## src/rtl/pulse_burst_scheduler.sv

```systemverilog
// pulse_burst_scheduler: round-robin arbiter for two requesters
// that sequences a tick-timed pulse train on a shared output.
//
// Ports:
//   CLOCK_50     system clock, rising edge
//   s_reset      synchronous active-high reset
//   tick         one-cycle timing enable (timer rollover)
//   req[1:0]     level request per requester
//   cfg0_pulses  requester 0 pulses per set minus 1
//   cfg0_sets    requester 0 sets minus 1
//   cfg1_pulses  requester 1 pulses per set minus 1
//   cfg1_sets    requester 1 sets minus 1
//   grant[1:0]   one-hot burst owner, 0 when idle
//   busy         burst in progress
//   done         one-cycle pulse on normal completion
//   pulse_out    pulse train (LEDR[0])
module pulse_burst_scheduler #(
   parameter int CFG_W = 3
) (
   input  logic             CLOCK_50,
   input  logic             s_reset,
   input  logic             tick,
   input  logic [1:0]       req,
   input  logic [CFG_W-1:0] cfg0_pulses,
   input  logic [CFG_W-1:0] cfg0_sets,
   input  logic [CFG_W-1:0] cfg1_pulses,
   input  logic [CFG_W-1:0] cfg1_sets,
   output logic [1:0]       grant,
   output logic             busy,
   output logic             done,
   output logic             pulse_out
);

   localparam int CW = CFG_W + 1;

   typedef enum logic [2:0] {
      S_IDLE,
      S_ARM,
      S_HIGH,
      S_LOW,
      S_GAP,
      S_DONE
   } state_t;

   state_t state, state_n;

   logic [CW-1:0] p_lat, p_n;
   logic [CW-1:0] s_lat, s_n;
   logic [CW-1:0] pulse_cnt, pulse_cnt_n;
   logic [CW-1:0] set_cnt, set_cnt_n;
   logic          owner, owner_n;
   logic          rr_ptr, rr_n;
   logic          win;
   logic          active;
   logic          abort;
   logic [1:0]    grant_n;
   logic          busy_n;
   logic          done_n;
   logic          pulse_n;

   // Both asking: pointer decides; otherwise the lone requester.
   assign win = (req == 2'b11) ? rr_ptr : req[1];

   assign active = (state == S_ARM) || (state == S_HIGH) ||
                   (state == S_LOW) || (state == S_GAP);

   // Owner withdrawing its request ends the burst, even on a tick.
   assign abort = active && !req[owner];

   always_comb begin
      state_n     = state;
      p_n         = p_lat;
      s_n         = s_lat;
      pulse_cnt_n = pulse_cnt;
      set_cnt_n   = set_cnt;
      owner_n     = owner;
      rr_n        = rr_ptr;

      if (abort) begin
         state_n = S_IDLE;
         rr_n    = ~owner;
      end else begin
         unique case (state)
            S_IDLE: begin
               if (req != 2'b00) begin
                  owner_n     = win;
                  p_n         = win ? {1'b0, cfg1_pulses} + CW'(1)
                                    : {1'b0, cfg0_pulses} + CW'(1);
                  s_n         = win ? {1'b0, cfg1_sets} + CW'(1)
                                    : {1'b0, cfg0_sets} + CW'(1);
                  pulse_cnt_n = '0;
                  set_cnt_n   = '0;
                  state_n     = S_ARM;
               end
            end
            S_ARM: begin
               if (tick) begin
                  state_n     = S_HIGH;
                  pulse_cnt_n = CW'(1);
                  set_cnt_n   = '0;
               end
            end
            S_HIGH: begin
               if (tick) state_n = S_LOW;
            end
            S_LOW: begin
               if (tick) begin
                  if (pulse_cnt < p_lat) begin
                     state_n     = S_HIGH;
                     pulse_cnt_n = pulse_cnt + CW'(1);
                  end else begin
                     state_n   = S_GAP;
                     set_cnt_n = set_cnt + CW'(1);
                  end
               end
            end
            S_GAP: begin
               if (tick) begin
                  if (set_cnt < s_lat) begin
                     state_n     = S_HIGH;
                     pulse_cnt_n = CW'(1);
                  end else begin
                     state_n = S_DONE;
                     rr_n    = ~owner;
                  end
               end
            end
            S_DONE: state_n = S_IDLE;
            default: state_n = S_IDLE;
         endcase
      end

      // Outputs are registered, so derive them from the next state.
      busy_n  = (state_n == S_ARM) || (state_n == S_HIGH) ||
                (state_n == S_LOW) || (state_n == S_GAP);
      grant_n = busy_n ? (owner_n ? 2'b10 : 2'b01) : 2'b00;
      done_n  = (state_n == S_DONE);
      pulse_n = (state_n == S_HIGH);
   end

   always_ff @(posedge CLOCK_50) begin
      if (s_reset) begin
         state     <= S_IDLE;
         p_lat     <= '0;
         s_lat     <= '0;
         pulse_cnt <= '0;
         set_cnt   <= '0;
         owner     <= 1'b0;
         rr_ptr    <= 1'b0;
         grant     <= 2'b00;
         busy      <= 1'b0;
         done      <= 1'b0;
         pulse_out <= 1'b0;
      end else begin
         state     <= state_n;
         p_lat     <= p_n;
         s_lat     <= s_n;
         pulse_cnt <= pulse_cnt_n;
         set_cnt   <= set_cnt_n;
         owner     <= owner_n;
         rr_ptr    <= rr_n;
         grant     <= grant_n;
         busy      <= busy_n;
         done      <= done_n;
         pulse_out <= pulse_n;
      end
   end

endmodule

```

## config.mk

```make
export PLATFORM = sky130hd
export DESIGN_NAME = pulse_burst_scheduler
export DESIGN_NICKNAME = d
export VERILOG_FILES = /design/src/rtl/pulse_burst_scheduler.sv
export SDC_FILE = /design/constraint.sdc
export NUM_CORES = 1
export LEC_CHECK = 0
export BUFFER_PORTS_ARGS = -buffer_cell sky130_fd_sc_hd__buf_4
export CAP_MARGIN = 20
export CORE_MARGIN = 2
export CORE_UTILIZATION = 40
export CTS_CLUSTER_SIZE = 30
export DETAILED_ROUTE_END_ITERATION = 10
export GPL_TIMING_DRIVEN = 0
export SYNTH_ARGS = -nofsm -noshare
export SYNTH_HDL_FRONTEND = slang
export SYNTH_SLANG_ARGS = --single-unit
```

## constraint.sdc

```tcl
create_clock -name CLOCK_50 -period 3.9 [get_ports CLOCK_50]
set_clock_uncertainty 0.15 [all_clocks]
set_input_delay 0.39 -clock CLOCK_50 [delete_from_list [all_inputs] [get_ports CLOCK_50]]
set_output_delay 0.39 -clock CLOCK_50 [all_outputs]
set_load 0.05 [all_outputs]
```

==> impl_metrics.env, run 1 <==
export IMPL_worstHoldPathType="in -> reg"
export IMPL_finalNetCount=248
export IMPL_stdcell_area_um2=1910
export IMPL_post_place_ws_ns=1.68
export IMPL_synthToLayoutAreaGrowth_pct=17.5
export IMPL_rrSetupSlack_ns=1.68
export IMPL_grt_pass1_vias=1289
export IMPL_cts_hold_buf=0
export IMPL_crit_path_start_kind="register"
export IMPL_drt_total_wl_mm=3.52
export IMPL_syn_area_per_cell_um2=8.29
export IMPL_drc=0
export IMPL_hpwl_mm=2.75
export IMPL_synth_nets=223
export IMPL_placed_cells=266
export IMPL_synthArstFlopShare_pct=0
export IMPL_drtIter0Drc=88
export IMPL_clock_sinks=26
export IMPL_grt_max_degree=16
export IMPL_grt_remaining_overflow=0
export IMPL_crit_start="p_lat[1]"
export IMPL_cts_tree="done"
export IMPL_cpMaxStageDelayCell="or4_1"
export IMPL_hold_viol=0
export IMPL_wl_per_cell_um=13.1
export IMPL_route_detailed_vias_per_inst=5.33
export IMPL_comb_power_share_pct=28.6
export IMPL_cp_cell_sequence="inv_1 -> ha_1 -> a2111oi_4 -> o21ai_2 -> or4_1 -> a31oi_1"
export IMPL_max_slew_worst_pin_slew_ns=0.712
export IMPL_status="complete, no violations"
export IMPL_wl_met2_mm=1.57
export IMPL_p_total_uw=735
export IMPL_powerDensity_nw_per_um2=385
export IMPL_grt_first_pass_wirelength_mm=6.01
export IMPL_synth_seq_cells=26
export IMPL_drv_cap=0
export IMPL_fmax_mhz=450
export IMPL_cts_setup_buffers=0
export IMPL_netlist_area_um2=1630
export IMPL_ios=22
export IMPL_period_share_pct=57.0
export IMPL_switching_share_pct=30.6
export IMPL_clkPwrFrac_pct=30.7
export IMPL_ir_worst_vdd_v=0.000274
export IMPL_cts_root_buf="clkbuf_8"
export IMPL_crit_required_ns=3.95
export IMPL_crit_arrival_ns=2.28
export IMPL_gp_congestion=0.923
export IMPL_rows=23
export IMPL_ant_nets=0
export IMPL_critPathMaxStageDelay_ns=0.52
export IMPL_r2r_start="p_lat[1]"
export IMPL_crit_type="reg -> reg"
export IMPL_cts_max_level=1
export IMPL_start_util_pct=41.2
export IMPL_rsz0062_at_grt="false"
export IMPL_synth_ff_type="dfxtp_1"
export IMPL_final_cell_count_no_fill=270
export IMPL_power_switching_uw=225
export IMPL_grt_usage_pct=17.4
export IMPL_p_int_uw=510
export IMPL_setup_viol=0
export IMPL_antenna_found_initial=0
export IMPL_layout_min_cycle_time_ns=2.22
export IMPL_drive_gt1_share_pct=20.0
export IMPL_slew_violations=0
export IMPL_cts_made_buffers=3
export IMPL_place_area_um2=1840
export IMPL_m1WireLength_mm=1.70
export IMPL_fp_dieW_um=67.7
export IMPL_ctsResizeCount=0
export IMPL_highest_layer="met4"
export IMPL_endpoint="pulse_cnt[3]"
export IMPL_ys_seq_area_share_pct=32.0
export IMPL_cp_end_kind="register"
export IMPL_die_y_um=67.7
export IMPL_vias=1439
export IMPL_tns_ns=0
export IMPL_synth_edf_count=0
export IMPL_reg2reg_depth=6
export IMPL_firstDrtPassIters=4
export IMPL_synth_warnings=0
export IMPL_setup_ws_ns=1.68
export IMPL_pwr_share_seq_pct=40.7
export IMPL_r2r_end="pulse_cnt[3]"
export IMPL_worstSkewPairLatency_ns=0.27
export IMPL_route_met3_wl_um=222
export IMPL_portBuffers=20
export IMPL_clockBufferDepth=2
export IMPL_fillers=379
export IMPL_ys_types=47
export IMPL_cp_max_fo=4
export IMPL_die_area_um2=4590
export IMPL_antennaDiodeCount=0
export IMPL_coreArea_um2=3940
export IMPL_path_clk_slew_ns=0.09
export IMPL_synth_cells=196
export IMPL_relSlewSlack_pct=52.2
export IMPL_leakage_nw=0.774
-- routing by layer --
metal	vias up	GRT usage [%]
li1	742	-
met1	655	24.3
met2	40	27.7
met3	2	3.50
met4	0	3.06
met5	-	0
-- sequential cells by signal, summed over array words and instances, names as in the netlist --
register / cells
grant: 2
done: 1
set_cnt: 4
busy: 1
pulse_cnt: 4
p_lat: 4
s_lat: 4
state: 3
owner: 1
pulse_out: 1
rr_ptr: 1
-- through the flow --
step	util (%)	hold slack (ns)
4_1_cts	48.4	0.159
6_report	48.4	0.166
3_5_place_dp	46.6	0.296
3_3_place_gp	46.6	0.294
5_1_grt	48.4	0.161
2_1_floorplan	-	0.282
-- synth_stat cells, types with 2 or more instances --
library cell | number | area (µm²)
a211oi_1 | 2 | 15.0
a21oi_1 | 16 | 80.1
a32oi_1 | 2 | 17.5
and2_1 | 2 | 12.5
buf_2 | 3 | 15.0
clkbuf_1 | 5 | 18.8
dfxtp_1 | 26 | 521
ha_1 | 10 | 125
inv_1 | 11 | 41.3
mux2_2 | 2 | 22.5
mux2i_1 | 7 | 70.1
nand2_1 | 20 | 75.1
nand2b_1 | 6 | 37.5
nand2b_4 | 2 | 27.5
nand3_1 | 5 | 25.0
nor2_1 | 22 | 82.6
nor2b_1 | 3 | 18.8
nor3_1 | 5 | 25.0
o21a_1 | 2 | 15.0
o21ai_0 | 6 | 30.0
o21ai_2 | 2 | 17.5
or2_1 | 2 | 12.5
or2_2 | 4 | 25.0
or3_1 | 4 | 25.0
xnor2_1 | 4 | 35.0
xor2_1 | 2 | 17.5
-- worst max-delay path, delay by kind of cell (launching register included) --
family                   cells  cell delay, ns
buffers and inverters        1            0.05
AO/OA/AOI/OAI                3            0.77
adder cells (fa/ha/maj)      1            0.31
flip-flops                   1            0.35
AND/OR/NAND/NOR              1            0.52
-- cell type report --
type / instances / area [µm²] / share of cell area, %
multi-input cells: 151 / 1030 / 53.9
flip-flops and latches: 26 / 520 / 27.3
well taps: 50 / 62.6 / 3.28
repair buffers: 20 / 150 / 7.86
clock inverters: 1 / 30.0 / 1.57
clock buffers: 3 / 41.3 / 2.16
inverters: 11 / 41.3 / 2.16
plain buffers: 8 / 33.8 / 1.77
-- power by group through the flow --
| stage | Clock [mW] | Combinational (mW) | Sequential [mW] |
|---|---|---|---|
| floorplan | 0 | 0.141 | 0.319 |
| CTS | 0.231 | 0.211 | 0.299 |
| global route | 0.241 | 0.233 | 0.302 |
| detailed placement | 0 | 0.209 | 0.306 |
| global placement | 0 | 0.209 | 0.305 |
| finish | 0.225 | 0.210 | 0.299 |
-- cells by family after synthesis --
kind of cell / share of synthesized area, %
flip-flops: 32.0
adder cells (fa/ha/maj): 7.70
multiplexers: 5.70
AND/OR/NAND/NOR: 27.4
XOR/XNOR: 3.23
AO/OA/AOI/OAI: 19.3
buffers and inverters: 4.62
-- worst min-delay path by stage --
stage,from,endpoint,slack (ns),cells past startpoint
floorplan,p_lat[2],p_lat[2],0.28,2
global placement,p_lat[2],p_lat[2],0.29,2
detailed placement,p_lat[2],p_lat[2],0.30,2
CTS,s_reset,state[1],0.16,2
global route,s_reset,state[1],0.16,2
finish,s_reset,state[1],0.17,2
-- cells in the final DEF, fill, tap and decap left out, drive strengths merged, types with 2 or more instances in the layout --
cell	synthesis	layout
nand3	5	5
dfxtp	26	26
a32oi	2	2
xnor2	4	4
or2	6	6
a211oi	2	2
and2	2	2
o21a	2	2
mux2	2	2
nand2	20	20
a2111oi	3	3
nor2b	3	3
nor3	5	5
clkbuf	5	8
a21oi	16	16
nand2b	8	8
mux2i	7	7
buf	3	23
o21ai	9	9
inv	11	11
nor2	22	22
a31oi	2	2
or4	2	2
or3	4	4
xor2	2	2
a311oi	2	2
ha	10	10
(Power assumes the default switching activity.)
==> run 2: changes to the inputs <==
clock period = 1.8 ns   (was 3.9 ns; I/O delays follow)
==> run 2 against run 1 <==
  * The flow now finishes with violations (negative hold slack, negative setup slack)
  * Non-clock buffer count increased by 15
  * Clock power increased by 67%
  * Cell area increased by 22%
  * Final cell count increased by 5.6%
  * Global-route usage increased by 2.5 points
  * Critical path type unchanged
  * Worst hold slack got worse by 0.21 ns
  * Combinational power increased to 3.1 times the previous value
==> impl_metrics.env, run 2 (synthesized netlist as in run 1, its figures left out) <==
export IMPL_die_area_um2=4590
export IMPL_firstDrtPassIters=4
export IMPL_grt_remaining_overflow=0
export IMPL_post_place_ws_ns=-0.323
export IMPL_drc=0
export IMPL_setup_viol=17
export IMPL_cts_made_buffers=3
export IMPL_crit_required_ns=1.79
export IMPL_status="finished with violations"
export IMPL_ant_nets=0
export IMPL_wl_per_cell_um=15.2
export IMPL_whs_ns=-0.0437
export IMPL_crit_arrival_ns=2.13
export IMPL_grt_usage_pct=19.9
export IMPL_placed_cells=266
export IMPL_stdcell_area_um2=2340
export IMPL_route_detailed_vias_per_inst=5.46
export IMPL_ios=22
export IMPL_grt_pass1_vias=1519
export IMPL_ir_worst_vdd_v=0.000328
export IMPL_finalNetCount=263
export IMPL_antennaDiodeCount=0
export IMPL_drt_total_wl_mm=4.33
export IMPL_setup_ws_ns=-0.338
export IMPL_cp_end_kind="register"
export IMPL_path_buf_inv=2
export IMPL_cp_max_fo=3
export IMPL_hold_viol=1
export IMPL_place_area_um2=1900
export IMPL_slew_violations=0
export IMPL_crit_path_start_kind="register"
export IMPL_critPathMaxStageDelay_ns=0.51
export IMPL_fillers=333
export IMPL_worstSkewPairLatency_ns=0.27
export IMPL_clock_sinks=26
export IMPL_rows=23
export IMPL_drtIter0Drc=57
export IMPL_coreArea_um2=3940
export IMPL_cts_max_level=1
export IMPL_grt_max_degree=15
export IMPL_fp_dieW_um=67.7
export IMPL_cts_tree="done"
export IMPL_max_slew_worst_pin_slew_ns=0.539
export IMPL_final_cell_count_no_fill=285
export IMPL_die_y_um=67.7
export IMPL_relSlewSlack_pct=64.1
export IMPL_powerDensity_nw_per_um2=721
export IMPL_portBuffers=20
export IMPL_crit_type="reg -> reg"
export IMPL_rsz0062_at_grt="true"
export IMPL_seqCellArea_um2=546
export IMPL_cp_cell_sequence="inv_2 -> ha_4 -> a2111oi_4 -> buf_4 -> or4_4 -> a31oi_4 -> xnor2_2 -> nor3_1"
export IMPL_vias=1557
export IMPL_critPathTopFamily="simple AND/OR/NAND/NOR gates"
export IMPL_final_common_cell="buf_4"
export IMPL_start_util_pct=41.2
export IMPL_gp_congestion=0.843
export IMPL_worstHoldPathType="in -> reg"
export IMPL_fmax_mhz=468
export IMPL_antenna_found_initial=0
export IMPL_layout_min_cycle_time_ns=2.14
export IMPL_period_share_pct=119
export IMPL_grt_first_pass_wirelength_mm=6.97
export IMPL_rrSetupSlack_ns=-0.34
export IMPL_leakage_nw=0.900
export IMPL_failed_checks="negative hold slack, negative setup slack"
export IMPL_drive_gt1_share_pct=47.7
export IMPL_path_clk_slew_ns=0.09
export IMPL_cts_root_buf="clkbuf_8"
export IMPL_cpMaxStageDelayCell="or4_4"
export IMPL_multiInputGateArea_um2=1300
export IMPL_final_cell_mix="buf_4, nand2_1, nor2_1"
export IMPL_hpwl_mm=3.02
export IMPL_synthToLayoutAreaGrowth_pct=43.8
export IMPL_drv_cap=0
export IMPL_clockBufferDepth=2
==> run 2: changes by cell type in the layout (fill, tap and decap cells not counted), moves of 4 or more <==
cell,before,now
ha_1,10,3
inv_2,0,6
nor2_1,22,16
buf_4,20,33
nor2_2,0,4
dfxtp_2,0,11
dfxtp_1,26,12
ha_4,0,6
inv_1,11,5
==> run 2: worst register-to-register path, cell delays in order (launching register included) <==
cell	delay, ns
dfxtp_2	0.34
inv_2	0.04
ha_4	0.26
a2111oi_4	0.06
buf_4	0.16
or4_4	0.51
a31oi_4	0.25
xnor2_2	0.17
nor3_1	0.06
==> run 2: metal layers <==
| layer | vias to the layer above | wire length, µm | global-route usage, % |
|---|---|---|---|
| met1 | 749 | 1970 | 26.2 |
| met5 | - | 0 | 0 |
| li1 | 767 | - | - |
| met2 | 33 | 2100 | 33.0 |
| met3 | 8 | 181 | 2.83 |
| met4 | 0 | 83 | 7.14 |
==> run 2: cell type report <==
type	count	area share, %
Buffer	7	1.77
Clock buffer	4	2.36
Inverter	11	1.77
Multi-Input combinational cell	151	55.7
Sequential cell	26	23.3
Tap cell	50	2.68
Timing Repair Buffer	36	12.4
==> run 2: what timing repair did <==
action,in CTS,in global routing
gates resized for setup,37,29
cloned,0,0
pin swaps,24,19
endpoints found under the hold margin,1,1
setup buffers,9,7
endpoints found under the setup margin,25,25
==> run 2: worst paths after layout <==
check | start | end | cells after the start
max | p_lat[1] | grant[1] | 8
min | s_reset | state[1] | 2
max reg2reg | p_lat[1] | grant[1] | 8
min reg2reg | p_lat[1] | p_lat[1] | 2
==> run 2: power breakdown <==
part	switching, mW	leakage [nW]	total (mW)	internal (mW)
Sequential	0.0339	0.220	0.653	0.619
Clock	0.181	0.0288	0.376	0.195
Combinational	0.347	0.652	0.657	0.310
==> run 2: metrics by stage <==
| step | total power [mW] | setup TNS, ns | util, % |
|---|---|---|---|
| CTS | 1.60 | -2.23 | 54.8 |
| global route | 1.78 | -4.75 | 59.3 |
| detailed placement | 1.15 | -4.73 | 48.2 |
| floorplan | 1.02 | -0.862 | - |
| global placement | 1.14 | -4.07 | 48.2 |
| finish | 1.69 | -3.28 | 59.3 |
==> run 3: changes to the inputs <==
CORE_UTILIZATION = 50   (was 40)
PLACE_DENSITY = 0.71   (was unset)
clock period = 2.4 ns   (was 1.8 ns; I/O delays follow)
==> run 3 against run 2 <==
  * The run now ends clean
  * Cell area decreased by 19%
  * Sequential power decreased by 26%
  * Critical path depth decreased by 2
  * First-iteration DRC count increased by 7.0%
  * Utilization increased by 2.2 points
  * Count of clock-buffer cells in the layout decreased by 1
  * Flip-flop and latch count unchanged
  * Final cell count decreased by 7.0%
==> impl_metrics.env, run 3 (synthesized netlist as in run 1, its figures left out) <==
export IMPL_hpwl_mm=2.81
export IMPL_drive_gt1_share_pct=19.9
export IMPL_cts_made_buffers=3
export IMPL_cts_max_level=1
export IMPL_placed_cells=260
export IMPL_path_depth=6
export IMPL_crit_arrival_ns=2.39
export IMPL_crit_path_start_kind="register"
export IMPL_cts_root_buf="clkbuf_4"
export IMPL_clkPwrFrac_pct=26.7
export IMPL_p_total_mw=1.14
export IMPL_ant_nets=0
export IMPL_final_common_cell="dfxtp_1"
export IMPL_grt_pass1_vias=1406
export IMPL_wl_per_cell_um=13.7
export IMPL_crit_required_ns=2.52
export IMPL_coreArea_um2=3080
export IMPL_rrSetupSlack_ns=0.13
export IMPL_hold_depth=4
export IMPL_r2r_start="p_lat[1]"
export IMPL_final_cell_mix="dfxtp_1, nor2_1, nand2_1, buf_4, a21oi_1"
export IMPL_drtIter0Drc=61
export IMPL_slew_violations=0
export IMPL_path_clk_slew_ns=0.15
export IMPL_pwr_share_seq_pct=42.7
export IMPL_max_slew_worst_pin_slew_ns=0.757
export IMPL_antennaDiodeCount=0
export IMPL_clockBufferDepth=2
export IMPL_layout_min_cycle_time_ns=2.27
export IMPL_crit_type="reg -> reg"
export IMPL_reg2reg_depth=6
export IMPL_path_buf_inv=1
export IMPL_p_int_uw=777
export IMPL_ios=22
export IMPL_fp_dieW_um=61.0
export IMPL_worstHoldPathType="in -> reg"
export IMPL_period_share_pct=94.6
export IMPL_route_detailed_vias_per_inst=5.57
export IMPL_drv_cap=0
export IMPL_setup_ws_ns=0.130
export IMPL_cp_end_kind="register"
export IMPL_post_place_ws_ns=0.196
export IMPL_rsz0062_at_grt="false"
export IMPL_critPathMaxStageDelay_ns=0.54
export IMPL_portBuffers=20
export IMPL_endpoint="pulse_cnt[3]"
export IMPL_place_area_um2=1830
export IMPL_cpMaxStageDelayCell="or4_1"
export IMPL_setup_viol=0
export IMPL_stdcell_area_um2=1890
export IMPL_grt_usage_pct=21.8
export IMPL_final_cell_count_no_fill=265
export IMPL_drt_total_wl_mm=3.62
export IMPL_switching_share_pct=31.8
export IMPL_cp_cell_sequence="inv_1 -> ha_1 -> a2111oi_4 -> o21ai_2 -> or4_1 -> a31oi_1"
export IMPL_fmax_mhz=441
export IMPL_gp_congestion=0.894
export IMPL_ir_worst_vdd_v=0.000401
export IMPL_die_area_um2=3720
export IMPL_relSlewSlack_pct=49.1
export IMPL_die_y_um=61.0
export IMPL_powerDensity_nw_per_um2=602
export IMPL_status="complete, no violations"
export IMPL_crit_start="p_lat[1]"
export IMPL_r2r_end="pulse_cnt[3]"
export IMPL_cp_max_fo=4
export IMPL_firstDrtPassIters=4
export IMPL_comb_power_share_pct=30.6
export IMPL_leakage_nw=0.771
export IMPL_start_util_pct=52.8
export IMPL_clock_sinks=26
export IMPL_finalNetCount=249
export IMPL_rows=20
export IMPL_hold_viol=0
export IMPL_fillers=294
export IMPL_grt_max_degree=16
export IMPL_tns_ns=0
export IMPL_grt_first_pass_wirelength_mm=6.12
export IMPL_critPathTopFamily="compound AO/OA/AOI/OAI gates"
export IMPL_grt_remaining_overflow=0
export IMPL_antenna_found_initial=0
export IMPL_synthToLayoutAreaGrowth_pct=16.5
export IMPL_power_switching_uw=362
export IMPL_vias=1475
export IMPL_cts_tree="done"
export IMPL_drc=0
export IMPL_worstSkewPairLatency_ns=0.33
==> run 3: cell types whose count changed in the layout (fill, tap and decap cells not counted), sizes merged <==
cell,previous run,this run
buf,39,23
dlygate4sd3,0,1
bufinv,0,1
==> run 3: timing repair <==
item                                   CTS  global route
resized for setup                        0             0
hold buffers                             1             0
setup buffers                            0             0
endpoints found under the hold margin    1             0
==> run 3: power groups by stage <==
stage | logic [mW] | registers (mW) | clock network, mW
after floorplan | 0.228 | 0.518 | 0
after global placement | 0.332 | 0.496 | 0
after detailed placement | 0.341 | 0.496 | 0
after CTS | 0.345 | 0.487 | 0.307
after global routing | 0.384 | 0.491 | 0.326
final | 0.348 | 0.486 | 0.305
==> run 3: how the worst min path moves through the flow <==
stage / endpoint / slack [ns] / start
5_1_grt: p_lat[0] / 0.06 / cfg0_pulses[0]
2_1_floorplan: state[1] / 0.17 / s_reset
3_5_place_dp: state[1] / 0.30 / s_reset
3_3_place_gp: s_lat[2] / 0.29 / s_lat[2]
4_1_cts: p_lat[0] / 0.05 / cfg1_pulses[0]
6_report: p_lat[0] / 0.04 / cfg1_pulses[0]
==> run 3: layer usage <==
metal	part of all wire, %	global-route usage, %	up-vias
met5	0	0	-
li1	-	-	737
met2	49	37.6	42
met4	0.94	5.59	0
met3	4.6	4.41	4
met1	45	28.0	692
==> run 3: worst reg2reg max path, cell delays in order (launching register included) <==
cell and delay (ns):
dfxtp_1 0.36, inv_1 0.05, ha_1 0.32, a2111oi_4 0.44
o21ai_2 0.17, or4_1 0.54, a31oi_1 0.18
==> run 3: layout make-up <==
type / count / area, µm² / share of cell area [%]
Timing Repair Buffer: 21 / 160 / 8.46
Sequential cell: 26 / 520 / 27.5
Multi-Input combinational cell: 151 / 1030 / 54.4
Buffer: 8 / 33.8 / 1.78
Clock buffer: 3 / 22.5 / 1.19
Tap cell: 44 / 55.1 / 2.91
Clock inverter: 1 / 30.0 / 1.59
Inverter: 11 / 41.3 / 2.18
==> run 3: through the flow <==
step	utilization, %	hold WS [ns]
floorplan	-	0.167
global placement	59.5	0.293
detailed placement	59.5	0.299
CTS	61.5	0.0461
global route	61.5	0.0575
finish	61.5	0.0444
